==> src/rtl/tank_game_pkg.sv <==
// Shared types and constants for the tank game sequencer: FSM states,
// winner encoding and the keyboard codes the players use.
package tank_game_pkg;

    typedef enum logic [1:0] {
        ST_SELECT = 2'b00,
        ST_FIGHT  = 2'b01,
        ST_OVER   = 2'b10
    } state_t;

    typedef enum logic [1:0] {
        WIN_NONE = 2'b00,
        WIN_A    = 2'b01,
        WIN_B    = 2'b10,
        WIN_DRAW = 2'b11
    } winner_t;

    localparam logic [7:0] KEY_A_NEXT  = 8'h1A;  // W
    localparam logic [7:0] KEY_A_READY = 8'h16;  // S
    localparam logic [7:0] KEY_B_NEXT  = 8'h0C;  // I
    localparam logic [7:0] KEY_B_READY = 8'h0E;  // K

    function automatic winner_t decide_winner(input logic [1:0] hp_a, input logic [1:0] hp_b);
        if (hp_a == 2'd0 && hp_b == 2'd0) return WIN_DRAW;
        else if (hp_a == 2'd0)            return WIN_B;
        else                              return WIN_A;
    endfunction

endpackage

==> src/rtl/key_press_detect.sv <==
// Turns the raw keycode level into a one-cycle press event: a non-zero code
// that differs from the code seen on the previous cycle.
module key_press_detect (
    input  logic       Clk,
    input  logic       Reset_n,
    input  logic [7:0] keycode,
    output logic       press,
    output logic [7:0] press_code
);

    logic [7:0] prev_q;

    always_ff @(posedge Clk or negedge Reset_n) begin
        if (!Reset_n) prev_q <= 8'h00;
        else          prev_q <= keycode;
    end

    assign press      = (keycode != 8'h00) && (keycode != prev_q);
    assign press_code = keycode;

endmodule

==> src/rtl/tank_game_ctrl.sv <==
// Game sequencer: tank selection, per-frame hit accounting with cooldown,
// hit points, winner decision and the timed return from OVER to SELECT.
module tank_game_ctrl #(
    parameter int HP_INIT      = 3,
    parameter int NUM_TANKS    = 4,
    parameter int COOLDOWN_FR  = 30,
    parameter int OVER_HOLD_FR = 120
) (
    input  logic       Clk,
    input  logic       Reset_n,
    input  logic       frame_tick,
    input  logic [7:0] keycode,
    input  logic       hit_A,
    input  logic       hit_B,
    output logic [1:0] currentState,
    output logic [1:0] currentTank_A,
    output logic [1:0] currentTank_B,
    output logic [1:0] hp_A,
    output logic [1:0] hp_B,
    output logic [1:0] winner,
    output logic       round_start
);
    import tank_game_pkg::*;

    localparam int CD_W   = $clog2(COOLDOWN_FR + 1);
    localparam int HOLD_W = $clog2(OVER_HOLD_FR + 1);

    logic       press;
    logic [7:0] press_code;

    key_press_detect u_keys (
        .Clk        (Clk),
        .Reset_n    (Reset_n),
        .keycode    (keycode),
        .press      (press),
        .press_code (press_code)
    );

    state_t            state_q, state_d;
    winner_t           winner_q, winner_d;
    logic [1:0]        tank_a_q, tank_a_d, tank_b_q, tank_b_d;
    logic [1:0]        hp_a_q, hp_a_d, hp_b_q, hp_b_d;
    logic              round_start_q, round_start_d;
    logic              ready_a_q, ready_a_d, ready_b_q, ready_b_d;
    logic              lat_a_q, lat_a_d, lat_b_q, lat_b_d;
    logic [CD_W-1:0]   cd_a_q, cd_a_d, cd_b_q, cd_b_d;
    logic [HOLD_W-1:0] hold_q, hold_d;

    function automatic logic [1:0] next_tank(input logic [1:0] t);
        return (t == 2'(NUM_TANKS - 1)) ? 2'd0 : t + 2'd1;
    endfunction

    always_comb begin
        state_d       = state_q;
        winner_d      = winner_q;
        tank_a_d      = tank_a_q;
        tank_b_d      = tank_b_q;
        hp_a_d        = hp_a_q;
        hp_b_d        = hp_b_q;
        round_start_d = 1'b0;
        ready_a_d     = ready_a_q;
        ready_b_d     = ready_b_q;
        lat_a_d       = lat_a_q;
        lat_b_d       = lat_b_q;
        cd_a_d        = cd_a_q;
        cd_b_d        = cd_b_q;
        hold_d        = hold_q;

        case (state_q)
            ST_SELECT: begin
                if (ready_a_q && ready_b_q) begin
                    state_d       = ST_FIGHT;
                    round_start_d = 1'b1;
                    hp_a_d        = 2'(HP_INIT);
                    hp_b_d        = 2'(HP_INIT);
                    winner_d      = WIN_NONE;
                    cd_a_d        = '0;
                    cd_b_d        = '0;
                    lat_a_d       = 1'b0;
                    lat_b_d       = 1'b0;
                    ready_a_d     = 1'b0;
                    ready_b_d     = 1'b0;
                end else if (press) begin
                    case (press_code)
                        KEY_A_NEXT:  if (!ready_a_q) tank_a_d = next_tank(tank_a_q);
                        KEY_B_NEXT:  if (!ready_b_q) tank_b_d = next_tank(tank_b_q);
                        KEY_A_READY: ready_a_d = 1'b1;
                        KEY_B_READY: ready_b_d = 1'b1;
                        default:     ;
                    endcase
                end
            end

            ST_FIGHT: begin
                if (hp_a_q == 2'd0 || hp_b_q == 2'd0) begin
                    state_d  = ST_OVER;
                    hold_d   = '0;
                    winner_d = decide_winner(hp_a_q, hp_b_q);
                    lat_a_d  = 1'b0;
                    lat_b_d  = 1'b0;
                end else begin
                    lat_a_d = frame_tick ? 1'b0 : (lat_a_q | hit_A);
                    lat_b_d = frame_tick ? 1'b0 : (lat_b_q | hit_B);
                    // Positions are being reset during the round_start cycle, so its tick deals no damage.
                    if (frame_tick && !round_start_q) begin
                        if ((lat_a_q | hit_A) && cd_a_q == '0 && hp_a_q != 2'd0) begin
                            hp_a_d = hp_a_q - 2'd1;
                            cd_a_d = CD_W'(COOLDOWN_FR);
                        end else if (cd_a_q != '0) begin
                            cd_a_d = cd_a_q - 1'b1;
                        end
                        if ((lat_b_q | hit_B) && cd_b_q == '0 && hp_b_q != 2'd0) begin
                            hp_b_d = hp_b_q - 2'd1;
                            cd_b_d = CD_W'(COOLDOWN_FR);
                        end else if (cd_b_q != '0) begin
                            cd_b_d = cd_b_q - 1'b1;
                        end
                    end
                end
            end

            ST_OVER: begin
                if (frame_tick) begin
                    if (hold_q == HOLD_W'(OVER_HOLD_FR - 1)) begin
                        state_d = ST_SELECT;
                        hold_d  = '0;
                    end else begin
                        hold_d = hold_q + 1'b1;
                    end
                end
            end

            default: state_d = ST_SELECT;
        endcase
    end

    always_ff @(posedge Clk or negedge Reset_n) begin
        if (!Reset_n) begin
            state_q       <= ST_SELECT;
            winner_q      <= WIN_NONE;
            tank_a_q      <= 2'd0;
            tank_b_q      <= 2'd0;
            hp_a_q        <= 2'(HP_INIT);
            hp_b_q        <= 2'(HP_INIT);
            round_start_q <= 1'b0;
            ready_a_q     <= 1'b0;
            ready_b_q     <= 1'b0;
            lat_a_q       <= 1'b0;
            lat_b_q       <= 1'b0;
            cd_a_q        <= '0;
            cd_b_q        <= '0;
            hold_q        <= '0;
        end else begin
            state_q       <= state_d;
            winner_q      <= winner_d;
            tank_a_q      <= tank_a_d;
            tank_b_q      <= tank_b_d;
            hp_a_q        <= hp_a_d;
            hp_b_q        <= hp_b_d;
            round_start_q <= round_start_d;
            ready_a_q     <= ready_a_d;
            ready_b_q     <= ready_b_d;
            lat_a_q       <= lat_a_d;
            lat_b_q       <= lat_b_d;
            cd_a_q        <= cd_a_d;
            cd_b_q        <= cd_b_d;
            hold_q        <= hold_d;
        end
    end

    assign currentState  = state_q;
    assign currentTank_A = tank_a_q;
    assign currentTank_B = tank_b_q;
    assign hp_A          = hp_a_q;
    assign hp_B          = hp_b_q;
    assign winner        = winner_q;
    assign round_start   = round_start_q;

endmodule

==> config.mk <==
export PLATFORM = sky130hd
export DESIGN_NAME = tank_game_ctrl
export DESIGN_NICKNAME = d
export VERILOG_FILES = /design/src/rtl/tank_game_pkg.sv /design/src/rtl/key_press_detect.sv /design/src/rtl/tank_game_ctrl.sv
export SDC_FILE = /design/constraint.sdc
export NUM_CORES = 1
export LEC_CHECK = 0
export ABC_AREA = 1
export BUFFER_PORTS_ARGS = -buffer_cell sky130_fd_sc_hd__buf_2
export CAP_MARGIN = 20
export CORE_MARGIN = 10
export CORE_UTILIZATION = 60
export CTS_CLUSTER_DIAMETER = 100
export DETAILED_ROUTE_END_ITERATION = 10
export PLACE_DENSITY_LB_ADDON = 0.08
export SYNTH_ARGS = -nofsm -noshare
export SYNTH_HDL_FRONTEND = slang
export SYNTH_SLANG_ARGS = --single-unit
==> constraint.sdc <==
create_clock -name Clk -period 5 [get_ports Clk]
set_clock_uncertainty 0.05 [all_clocks]
set_input_delay 0.25 -clock Clk [delete_from_list [all_inputs] [get_ports Clk]]
set_output_delay 0.25 -clock Clk [all_outputs]
set_load 0.02 [all_outputs]
==> impl_metrics.json, run 1 <==
{
  "grt_pass1_vias": 1793,
  "nNetsFinal": 347,
  "synthArstFlopShare_pct": 100.0,
  "end_kind": "flop",
  "cp.required_ps": 5180,
  "die_w_um": 81.23,
  "synthDistinctLibCells": 30,
  "yosys_most_used_dff": "dfrtp_1",
  "viasPerCell": 5.069,
  "hp-class": "input pin to asynchronous set/reset pin",
  "syn_avg_cell_area_um2": 7.600,
  "worstMarginPinSlew_ps": 928.2,
  "critPathLaunchType": "flop",
  "dp_hpwl_um": 3329,
  "grt-ovfl-total": 0,
  "synthCells": 296,
  "ant_nets": 0,
  "synth-edff-count": 0,
  "dpl.cell_count": 368,
  "cp-startpoint": "hp_A[0]",
  "grt_usage_pct": 14.46,
  "cts.path.max_buffers": 2,
  "final_cells": 376,
  "ios": 26,
  "antenna_found_initial": 0,
  "hold_violations": 0,
  "synth_top_area_cell": "dfrtp_1",
  "hold_buffers": 0,
  "slew_headroom_pct": 38.12,
  "cts_sinks": 42,
  "setup_tns_ps": 0,
  "clk_pin_slew_ps": 80,
  "initialDrtViolationCount": 92,
  "arrival_ps": 2310,
  "cts_resized": 0,
  "die_h_um": 81.23,
  "cts_inserted_buffers": 5,
  "cts_root_buffer": "clkbuf_8",
  "crit_fanout": 6,
  "maxCapViolations": 0,
  "start_util_pct": 61.91,
  "rsz0062_at_grt": "no",
  "synthTopCellsByArea": "dfrtp_1, nand2_1, inv_1",
  "clkLatencyLatePin_ps": 300,
  "vias": 1906,
  "cts_tree": "done",
  "area_growth_pct": 12.12,
  "drive_above_1_share_pct": 14.94,
  "syn_nets": 316,
  "mostFrequentLayoutCell": "nand2_1",
  "crit-reg2reg-launch": "hp_A[0]",
  "setup-violations-final": 0,
  "yosysTopAreaCellShare_pct": 42.27,
  "cts_max_level": 2,
  "postCtsSetupRepairBufs": 0,
  "ys_warn_count": 0,
  "synth_area_um2": 2250,
  "grt_max_degree": 43,
  "gp_congestion": 0.8375,
  "period_needed_ps": 2127,
  "dieArea_um2": 6598,
  "peakVddDrop_v": 0.0002842,
  "wl_per_cell_um": 11.87,
  "core_um2": 3633,
  "portBuffers": 25,
  "power_density_nw_per_um2": 434.3,
  "fmaxAchievable_ghz": 0.4701,
  "status": "finished, final reports clean",
  "drcViolationCount": 0,
  "drt_wl_total_um": 4463,
  "drv_slew": 0,
  "ys_seq_area_share_pct": 46.94,
  "ys_seq_elements": 42,
  "p_leak_nw": 1.374,
  "first_pass_iters": 4,
  "fin_crit_sh_pct": 42.54,
  "layout_common_cells": "nand2_1, inv_1, dfrtp_1",
  "diodes": 0,
  "crit_type": "flop to flop",
  "grt_pass1_wl_um": 7679,
  "rows": 22
}
[state kept, by name, indices dropped and copies added (netlist names)]
register / cells
winner: 2
u_keys.prev_q: 8
hp_B: 2
hp_A: 2
cd_b_q: 5
ready_b_q: 1
ready_a_q: 1
lat_a_q: 1
cd_a_q: 5
currentTank_A: 2
currentTank_B: 2
hold_q: 7
currentState: 2
lat_b_q: 1
round_start: 1
[metrics by stage]
stage                     hold WS [ps]  power [W]  utilization [%]  setup slack (ps)  cell area [um2]
final                            37.22   0.001096            69.42              2873             2522
after global routing             38.47   0.001185            69.42              2656             2522
after global placement           349.2  0.0008629            66.91              2981             2431
after floorplan                 -95.59  0.0007720                -              3075             2250
after CTS                        36.80   0.001105            69.42              2888             2522
after detailed placement         350.2  0.0008753            66.91              2916             2431
[cell families (layout without fill, tap and decap cells)]
logic type / count (synthesis) / in the layout / share of synthesized area [%]
AO/OA/AOI/OAI: 35 / 35 / 8.621
AND/OR/NAND/NOR: 163 / 163 / 31.26
adder cells (fa/ha/maj): 7 / 7 / 3.893
flip-flops: 42 / 42 / 46.94
buffers and inverters: 44 / 76 / 7.341
XOR/XNOR: 5 / 5 / 1.947
[path summary, 6_finish.rpt]
check                      slack [ps]  cells past startpoint               end
min reg2reg                       440                      2           hp_B[0]
max reg2reg                      2870                     11         cd_b_q[2]
min in group Clk                   40                      1  u_keys.prev_q[7]
min                                40                      1         cd_a_q[3]
max in group asynchronous        4290                      1  currentTank_B[0]
max                              2870                     11         cd_b_q[2]
[power by group]
group          switching, W  leakage [nW]  internal, W
registers         0.0000592         0.519     0.000432
logic              0.000242         0.807     0.000136
clock network      0.000115        0.0482     0.000111
[synth_stat cells (2+ instances only)]
library cell   n
nand2_1       86
inv_1         42
dfrtp_1       38
nor2_1        32
nand3_1       24
a21oi_1       14
o21ai_0        9
ha_1           7
nand4_1        6
o21ai_1        5
dfstp_2        4
nand2_2        4
or2_2          4
xnor2_1        3
nor3_1         2
xor2_1         2
[metal layers]
layer	wire length, um	up-vias	global-route usage [%]
met4	49	0	4.671
met1	2119	863	17.85
met5	0	-	0
met2	2088	35	23.49
met3	205	6	4.636
li1	-	1002	-
[worst max-delay path, stage by stage, from the launching register on]
cell     delay, ps
dfstp_2        550
inv_1           60
ha_1           210
inv_1          110
nand2_1         80
nand2_2        140
nand2_1        100
nor3_4         240
nand2_1        190
nand2_1        200
nand2_1         70
nand2_1         70
[area by class of cell]
class                      instances  area, um2
clock buffer                       7      86.33
timing repair buffer              25      125.1
multi-input combinational        210       1028
tap                               48      60.06
clock inverter                     1      5.005
inverter                          43      161.4
fill                             322       1111
sequential                        42       1056
Power figures use the tool's default switching activity.
==> inputs of run 2 (changes only) <==
--- a/config.mk
+++ b/config.mk
@@ -9,7 +9,7 @@
 export BUFFER_PORTS_ARGS = -buffer_cell sky130_fd_sc_hd__buf_2
 export CAP_MARGIN = 20
 export CORE_MARGIN = 10
-export CORE_UTILIZATION = 60
+export CORE_UTILIZATION = 52
 export CTS_CLUSTER_DIAMETER = 100
 export DETAILED_ROUTE_END_ITERATION = 10
 export PLACE_DENSITY_LB_ADDON = 0.08
==> constraint.sdc (replaced) <==
create_clock -name Clk -period 1.8 [get_ports Clk]
set_clock_uncertainty 0.05 [all_clocks]
set_input_delay 0.09 -clock Clk [delete_from_list [all_inputs] [get_ports Clk]]
set_output_delay 0.09 -clock Clk [all_outputs]
set_load 0.02 [all_outputs]
==> impl_metrics.json, run 2 (synthesis results as in run 1) <==
{
  "critPathLaunchType": "flop",
  "diodes": 0,
  "rsz0062_at_grt": "yes",
  "largest_reg_flops": 8,
  "p_leak_nw": 1.575,
  "cts_root_buffer": "clkbuf_8",
  "grt_max_degree": 43,
  "layout_setup_ws_ps": 2.957,
  "grt-ovfl-total": 0,
  "maxCapViolations": 0,
  "first_pass_iters": 4,
  "wl_per_cell_um": 12.38,
  "end_kind": "flop",
  "period_needed_ps": 1797,
  "crit_type": "flop to flop",
  "cts.path.max_buffers": 2,
  "portBuffers": 25,
  "drcViolationCount": 0,
  "clk_pin_slew_ps": 80,
  "slew_headroom_pct": 64.09,
  "die_h_um": 85.78,
  "gp_congestion": 0.8368,
  "clkLatencyLatePin_ps": 290,
  "viasPerCell": 5.091,
  "pre_cts_ws_ps": -95.74,
  "area_growth_pct": 31.81,
  "hold_violations": 0,
  "cts_max_level": 2,
  "vias": 2072,
  "start_util_pct": 55.05,
  "setup-violations-final": 0,
  "ios": 26,
  "top_regs": "u_keys.prev_q x8, hold_q x7",
  "fillers": 316,
  "worstMarginPinSlew_ps": 538.7,
  "fin_crit_sh_pct": 99.84,
  "peakVddDrop_v": 0.0005690,
  "status": "finished, final reports clean",
  "die_w_um": 85.78,
  "rows": 23,
  "hold_slack_ps": 59.40,
  "hp-class": "input pin to flop",
  "dp_hpwl_um": 3481,
  "initialDrtViolationCount": 51,
  "ant_nets": 0,
  "crit_fanout": 6,
  "nNetsFinal": 376,
  "dieArea_um2": 7357,
  "power_density_nw_per_um2": 1194,
  "grt_usage_pct": 13.47,
  "cts_tree": "done",
  "mostFrequentLayoutCell": "nand2_1",
  "drive_above_1_share_pct": 26.33,
  "cts_sinks": 42,
  "grt_pass1_vias": 2016,
  "arrival_ps": 1980,
  "core_um2": 4086,
  "cts_inserted_buffers": 5,
  "fmaxAchievable_ghz": 0.5565,
  "drt_wl_total_um": 5039,
  "cp.required_ps": 1980,
  "top_register": "u_keys.prev_q",
  "antenna_found_initial": 0,
  "drv_slew": 0,
  "layout_common_cells": "nand2_1, dfrtp_1, inv_1",
  "grt_pass1_wl_um": 8355
}
## run 2: changes by cell type in the layout (fill, tap and decap cells not counted), moves of 4 or more
cell           previous run  this run
buf_4                     0        15
dlygate4sd3_1             0        10
inv_1                    42        35
inv_2                     1         6
nand2_1                  86        73
nand2_4                   0         9
nand2_8                   0         4
## run 2: worst max-delay path: stages (launching register included)
cell,delay (ps)
dfstp_2,550
inv_2,50
ha_4,160
inv_4,60
nand2_4,50
nand2_4,70
nand2_4,50
nor3_4,220
buf_6,190
nand2_8,80
nand2_8,100
nand2_1,50
nand2_1,50
## run 2: worst paths after layout
check,start,end,slack [ps],cells past startpoint
max,hp_A[0],cd_b_q[2],3,12
min,hit_A,lat_a_q,60,3
max reg2reg,hp_A[0],cd_b_q[2],3,12
min reg2reg,hold_q[5],hold_q[5],450,2
max in group asynchronous,Reset_n,hp_A[1],980,3
min in group asynchronous,Reset_n,cd_a_q[3],340,3
## run 2: metal layers
metal / part of all wire (%) / global-route usage [%] / wire length, um
met1: 44 / 15.71 / 2202
met2: 51 / 23.37 / 2554
met3: 3.8 / 3.784 / 190
met4: 1.8 / 4.042 / 92
met5: 0 / 0 / 0
## run 2: metrics by stage
stage               cell area, um2  std cells  setup TNS, ps  util, %  total power (W)
floorplan                     2295        296         -357.8        -         0.002227
global placement              2554        380         -117.4    62.49         0.002567
detailed placement            2554        380         -788.6    62.49         0.002607
CTS                           2779        400              0    68.00         0.003351
global route                  2965        407         -594.7    72.57         0.003832
finish                        2965        407              0    72.57         0.003540
## run 2: repair_timing
item | 4_1_cts | 5_1_grt
pin swaps | 1 | 12
endpoints found under the setup margin | 14 | 17
cloned | 0 | 2
resized for setup | 0 | 29
endpoints found under the hold margin | 47 | 0
buffers inserted | 2 | 5
hold buffers | 10 | 0
## run 2: final cells by class
type                            count  area (um2)  share of cell area, %
Sequential cell                    42        1056                  35.61
Multi-Input combinational cell    212        1210                  40.80
Inverter                           43       166.4                  5.612
Timing Repair Buffer               52       360.3                  12.15
Clock buffer                        8       110.1                  3.713
Tap cell                           50       62.56                  2.110
## run 2: report_power, final
part | internal [W] | switching [W]
combinational | 0.000624 | 0.000846
clock | 0.000387 | 0.000311
sequential | 0.00120 | 0.000171
